## config.mk

```make
export PLATFORM = sky130hd
export DESIGN_NAME = elevator_car_controller
export DESIGN_NICKNAME = d
export VERILOG_FILES = /design/src/rtl/elevator_pkg.sv /design/src/rtl/elevator_car_controller_timer.sv /design/src/rtl/elevator_car_controller.sv
export SDC_FILE = /design/constraint.sdc
export NUM_CORES = 1
export LEC_CHECK = 0
export CORE_MARGIN = 10
export CORE_UTILIZATION = 50
export CTS_BUF_LIST = sky130_fd_sc_hd__clkbuf_4 sky130_fd_sc_hd__clkbuf_8
export CTS_CLUSTER_DIAMETER = 60
export DETAILED_ROUTE_END_ITERATION = 7
export HOLD_SLACK_MARGIN = 0.1
export PLACE_DENSITY = 0.72
export SLEW_MARGIN = 0
export SYNTH_ARGS = -nofsm -noshare
export SYNTH_HDL_FRONTEND = slang
export SYNTH_SLANG_ARGS = --single-unit
```

## constraint.sdc

```tcl
create_clock -name clk -period 3.3 [get_ports clk]
set_input_delay 0.66 -clock clk [delete_from_list [all_inputs] [get_ports clk]]
set_output_delay 0.66 -clock clk [all_outputs]
set_load 0.05 [all_outputs]
```

## src/rtl/elevator_pkg.sv

```systemverilog
// Shared types and floor-mask helpers for the elevator car controller.
// Masks are zero-extended to MAX_FLOORS bits before calling the helpers.
package elevator_pkg;

  typedef enum logic [1:0] {
    IDLE        = 2'd0,
    MOVING_UP   = 2'd1,
    MOVING_DOWN = 2'd2,
    DOOR_OPEN   = 2'd3
  } state_e;

  localparam logic DIR_UP   = 1'b0;
  localparam logic DIR_DOWN = 1'b1;

  localparam int MAX_FLOORS = 32;
  typedef logic [MAX_FLOORS-1:0] fmask_t;

  function automatic logic any_above(fmask_t mask, int floor);
    logic r;
    r = 1'b0;
    for (int i = 0; i < MAX_FLOORS; i++)
      if (i > floor && mask[i]) r = 1'b1;
    return r;
  endfunction

  function automatic logic any_below(fmask_t mask, int floor);
    logic r;
    r = 1'b0;
    for (int i = 0; i < MAX_FLOORS; i++)
      if (i < floor && mask[i]) r = 1'b1;
    return r;
  endfunction

endpackage

```

## src/rtl/elevator_car_controller_timer.sv

```systemverilog
// Loadable down-counter shared by travel and door timing.
// Holds at zero; done_o is high while the count is zero.
module countdown_timer #(
  parameter int W = 8
) (
  input  logic         clk,
  input  logic         rst,
  input  logic         load_i,
  input  logic [W-1:0] load_value_i,
  output logic         done_o
);

  logic [W-1:0] cnt_q, cnt_d;

  always_comb begin
    cnt_d = cnt_q;
    if (load_i)
      cnt_d = load_value_i;
    else if (cnt_q != '0)
      cnt_d = cnt_q - W'(1);
  end

  always_ff @(posedge clk or posedge rst) begin
    if (rst) cnt_q <= '0;
    else     cnt_q <= cnt_d;
  end

  assign done_o = (cnt_q == '0);

endmodule

```

## src/rtl/elevator_car_controller.sv

```systemverilog
// SCAN-policy elevator car controller: request latch, direction FSM,
// floor counter and Moore motor/door outputs.
module elevator_car_controller
  import elevator_pkg::*;
#(
  parameter int NUM_FLOORS    = 4,
  parameter int FLOOR_W       = 2,
  parameter int TRAVEL_CYCLES = 50,
  parameter int DOOR_CYCLES   = 100
) (
  input  logic                  clk,
  input  logic                  rst,
  input  logic [NUM_FLOORS-1:0] req,
  output logic [FLOOR_W-1:0]    piso_actual,
  output logic                  motor_up,
  output logic                  motor_down,
  output logic                  door_open,
  output logic [NUM_FLOORS-1:0] pendientes
);

  localparam int TMAX =
    (TRAVEL_CYCLES > DOOR_CYCLES) ? TRAVEL_CYCLES : DOOR_CYCLES;
  localparam int TW = $clog2(TMAX + 1);
  localparam logic [TW-1:0] T_LOAD = TW'(TRAVEL_CYCLES - 1);
  localparam logic [TW-1:0] D_LOAD = TW'(DOOR_CYCLES - 1);
  localparam logic [NUM_FLOORS-1:0] ONE = NUM_FLOORS'(1);

  state_e                state_q, state_d;
  logic                  dir_q, dir_d;
  logic [FLOOR_W-1:0]    piso_q, piso_d, nf;
  logic [NUM_FLOORS-1:0] pend_q, pend_d, eff, served;
  logic                  load, t_done, up_ok, dn_ok, ahead;
  logic [TW-1:0]         load_val;

  countdown_timer #(.W(TW)) u_timer (
    .clk          (clk),
    .rst          (rst),
    .load_i       (load),
    .load_value_i (load_val),
    .done_o       (t_done)
  );

  // Requests arriving this cycle take part in every decision.
  assign eff   = pend_q | req;
  assign up_ok = any_above(fmask_t'(eff), int'(piso_q));
  assign dn_ok = any_below(fmask_t'(eff), int'(piso_q));

  always_comb begin
    state_d  = state_q;
    dir_d    = dir_q;
    piso_d   = piso_q;
    nf       = piso_q;
    ahead    = 1'b0;
    served   = '0;
    load     = 1'b0;
    load_val = T_LOAD;
    unique case (state_q)
      IDLE: begin
        if (eff[piso_q]) begin
          state_d  = DOOR_OPEN;
          served   = ONE << piso_q;
          load     = 1'b1;
          load_val = D_LOAD;
        end else if (up_ok && (dir_q == DIR_UP || !dn_ok)) begin
          state_d = MOVING_UP;
          dir_d   = DIR_UP;
          load    = 1'b1;
        end else if (dn_ok) begin
          state_d = MOVING_DOWN;
          dir_d   = DIR_DOWN;
          load    = 1'b1;
        end
      end
      MOVING_UP, MOVING_DOWN: begin
        if (t_done) begin
          if (state_q == MOVING_UP) begin
            nf    = piso_q + FLOOR_W'(1);
            ahead = any_above(fmask_t'(eff), int'(nf));
          end else begin
            nf    = piso_q - FLOOR_W'(1);
            ahead = any_below(fmask_t'(eff), int'(nf));
          end
          piso_d = nf;
          if (eff[nf]) begin
            state_d  = DOOR_OPEN;
            served   = ONE << nf;
            load     = 1'b1;
            load_val = D_LOAD;
          end else if (ahead) begin
            load = 1'b1;
          end else begin
            state_d = IDLE;
          end
        end
      end
      DOOR_OPEN: begin
        // A call for this floor keeps the door open rather than latching.
        served = ONE << piso_q;
        if (req[piso_q]) begin
          load     = 1'b1;
          load_val = D_LOAD;
        end else if (t_done) begin
          state_d = IDLE;
        end
      end
    endcase
    pend_d = eff & ~served;
  end

  always_ff @(posedge clk or posedge rst) begin
    if (rst) begin
      state_q <= IDLE;
      dir_q   <= DIR_UP;
      piso_q  <= '0;
      pend_q  <= '0;
    end else begin
      state_q <= state_d;
      dir_q   <= dir_d;
      piso_q  <= piso_d;
      pend_q  <= pend_d;
    end
  end

  assign piso_actual = piso_q;
  assign motor_up    = (state_q == MOVING_UP);
  assign motor_down  = (state_q == MOVING_DOWN);
  assign door_open   = (state_q == DOOR_OPEN);
  assign pendientes  = pend_q;

  a_floor_bounds: assert property (@(posedge clk) disable iff (rst)
    !((state_q == MOVING_UP && int'(piso_q) >= NUM_FLOORS - 1) ||
      (state_q == MOVING_DOWN && piso_q == '0)));

endmodule

```

==> results of run 1 <==
## kinds of logic (layout without fill, tap and decap cells)
family	after synthesis	count (layout)	synth area share [%]
and+or+nand+nor	44	44	19.09
AOI/OAI and AO/OA	39	39	21.75
DFF	16	16	30.39
adders and majority gates	14	14	13.30
buffers and inverters	11	29	3.134
xor gates and xnor gates	7	7	4.653
muxes	6	6	7.692
## per-stage QoR
step	instance area, um2	util, %	hold WS, ns
2_1_floorplan	1318	-	0.4880
3_3_place_gp	1499	59.96	0.5139
3_5_place_dp	1499	59.96	0.5225
4_1_cts	1535	61.41	0.5472
5_1_grt	1535	61.41	0.5797
6_report	1535	61.41	0.5417
## cell usage in the layout, fill, tap and decap left out, types with 2 or more instances in the layout
cell type	instances
o211ai_1	2
mux2_2	3
o22a_1	2
o21ai_0	5
nand3_1	2
o21bai_1	4
ha_1	14
xor2_1	4
clkdlybuf4s50_1	14
nor2_1	15
or2_1	3
nand2_1	6
mux4_2	3
a221oi_1	4
a21oi_1	8
nand2b_1	4
dfrtp_1	16
xnor2_1	3
o31ai_1	3
or3_1	2
nand3b_1	2
inv_1	10
o21a_1	3
clkbuf_4	3
## cells in the mapped netlist (all sizes together), types with 2 or more instances
master   n
a21oi    8
a221oi   4
dfrtp   16
ha      14
inv     10
mux2     3
mux4     3
nand2    6
nand2b   5
nand3    2
nand3b   2
nor2    16
o211ai   2
o21a     3
o21ai    5
o21bai   4
o22a     2
o31ai    3
or2      4
or3      2
xnor2    3
xor2     4
## where the power goes
group	switching [uW]	leakage [uW]	internal [uW]
clock	70.2	0.0000210	67.2
sequential	73.5	0.000184	270
combinational	513	0.000434	370
total	657	0.000640	707
## worst reg2reg max path, cell delays in order (launching register included)
cell and delay (ns):
dfrtp_1 0.51, inv_1 0.19, ha_1 0.39, xor2_1 0.35
mux4_2 0.63, a211oi_4 0.41, nand2b_4 0.21, o22a_1 0.12
## final cells by class
class,count,area (um2),area share [%]
clock buffers,4,36.28,2.363
inverters,10,37.54,2.445
multi-input cells,110,875.8,57.05
well taps,30,37.54,2.445
flip-flops and latches,16,400.4,26.08
repair buffers,15,147.6,9.617
## how the worst min path moves through the flow
stage	slack, ns	to
2_1_floorplan	0.49	u_timer.cnt_q[5]
3_3_place_gp	0.51	dir_q
3_5_place_dp	0.52	dir_q
4_1_cts	0.55	dir_q
5_1_grt	0.58	dir_q
6_report	0.54	dir_q
## registers in the layout (all words and copies together) (netlist names)
signal	flops
u_timer.cnt_q	7
pendientes	4
piso_actual	2
state_q	2
dir_q	1
## routing by layer
| layer | global-route usage, % | up-vias |
|---|---|---|
| met1 | 16.20 | 555 |
| met5 | 0 | - |
| li1 | - | 532 |
| met4 | 2.581 | 0 |
| met3 | 3.857 | 4 |
| met2 | 22.25 | 27 |
==> metrics.md, run 1 <==
| Metric | Value |
|---|---|
| Outcome | finished, final reports clean |
| Beginning of the worst hold path | dir_q |
| Worst hold path type | reg -> reg |
| Area growth, synth to finish | 16.52% |
| Max Cap Viol | 0 |
| DRC | 0 |
| Grt total ovfl | 0 |
| Crit path kind | reg -> reg |
| Post-synth top area share | 30.39% |
| Fin crit share | a little under 90% |
| Synth top area cells | dfrtp_1 30%, ha_1 13%, mux4_2 5.1%, nor2_1 4.3%, a21oi_1 3.0% |
| Ys Warns | 0 |
| # rows | 18 |
| Cell area power density | slightly below 900 nW/um2 |
| Share of cells above drive strength 1 | around a tenth |
| Slew Limit Fails | 0 |
| Synth Flop Type | dfrtp_1 |
| Minimum clock period | 2.863 ns |
| Worst Setup SP | piso_actual[0] |
| Total power draw | 1364 uW |
| # hold bufs at CTS | 0 |
| PortBufs | 14 |
| Mapped Cells | 137 |
| Number of flops mapped to enable cells by yosys | 0 |
| Die width | 71.33 um |
| Dpl hpwl | 2542 um |
| Clk sinks | 16 |
| Min-Delay Path Depth | 2 |
| First-pass GRT wire length | 5595 um |
| Antenna Violating Nets Remaining | 0 |
| Placed cell count | 181 |
| Final WL | 3206 um |
| Worst-Skew Late Latency | 0.30 ns |
| # diodes | 0 |
| Highest metal used | met4 |
| CP max FO | 9 |
| Met3 wire len | 144 um |
| Full die area | 5088 um2 |
| RePlAce Congestion | just over 0.9 |
| Clock-pin slew on the worst setup and hold paths | 0.11 ns |
| Chip height | 71.33 um |
| I/O pins | 15 |
| Post-CTS setup buffers | 0 |
| Clk_skew | 0.009146 ns |
| Fmax | approximately 350 MHz |
| Total number of vias | roughly 1.1k |
| Core Area | 2500 um2 |
| CP Launch Type | flop |
| CP bufs+invs | 1 |
| Initial antenna violation count | 0 |
| Mapped cell area | 1318 um2 |
| Pleak | 0.0006399 uW |
| Cts repair resizes | 0 |
| CP max stage cell | mux4_2 |
| H-tree Lvls | 1 |
| Total GRT Usage | 13.19% |
| WL per Instance | 17.33 um |
| R2r startpoint | piso_actual[0] |
| Library cells used by synthesis | 41 |
| FILL cells | around 220 |
| Worst slew pin tran | 0.6409 ns |
| Fin cells | 185 |
| Worst vdd ir | 0.5541 mV |
| Initial Util | 52.70% |
| Largest net degree at the start of global routing | 17 |
| Final worst slack | around 0.44 ns |
| Setup violators final | 0 |
| Vias per inst | roughly 6.0 |
| Critical Path Stages | 7 |
| CTS tree | built |
| RSZ-0062 raised after global routing | no |
| Avg Synthesized Cell Area | 9.617 um2 |
| CP Cell Sequence | inv_1 -> ha_1 -> xor2_1 -> mux4_2 -> a211oi_4 -> nand2b_4 -> o22a_1 |
| Register bit count reported by yosys | 16 |
| Sequential share of the synthesized area | 30.39% |
| Worst R2R End | u_timer.cnt_q[1] |
| Detailed Route Iter0 Violations | 50 |
| Vias in the first global route | 1146 |
| TritonCTS Buffers | 3 |
| Setup TNS | 0 ns |
| CP max stage delay | 0.63 ns |
| Met1 wire length | ~1400 um |
| Final layout net count | 176 |
| FFs w/ async S/R, synth | 100.0% |
| Cell taking the most area after synthesis | dfrtp_1 |
| Fin. Hold Viols | 0 |
| Clock Tree Buf Depth | 2 |
| Setup crit end | u_timer.cnt_q[1] |
| Worst slack, placed | approximately 0.35 ns |
| R2r setup slk | 0.44 ns |
| Rel. slew slack | a little under three fifths |
| Drt first pass iters | 4 |
| Crit path required time | 3.54 ns |
| Met2 WL | ~1600 um |
| Synth Net Count | 157 |
| Root buf cell | clkbuf_4 |
| Worst path arrival time | 3.10 ns |
| R2R cell count | 7 |
| CP endpoint kind | flop |
| CP delay by family, top | multiplexers |
Note: power is estimated with default switching activity, not from simulation.
==> run 2, diff against run 1 <==
--- a/config.mk
+++ b/config.mk
@@ -10,6 +10,7 @@
 export CTS_BUF_LIST = sky130_fd_sc_hd__clkbuf_4 sky130_fd_sc_hd__clkbuf_8
 export CTS_CLUSTER_DIAMETER = 60
 export DETAILED_ROUTE_END_ITERATION = 7
+export GPL_ROUTABILITY_DRIVEN = 1
 export HOLD_SLACK_MARGIN = 0.1
 export PLACE_DENSITY = 0.72
 export SLEW_MARGIN = 0
==> results of run 2 <==
No change in the layout: final DEF, timing and power equal those of run 1.
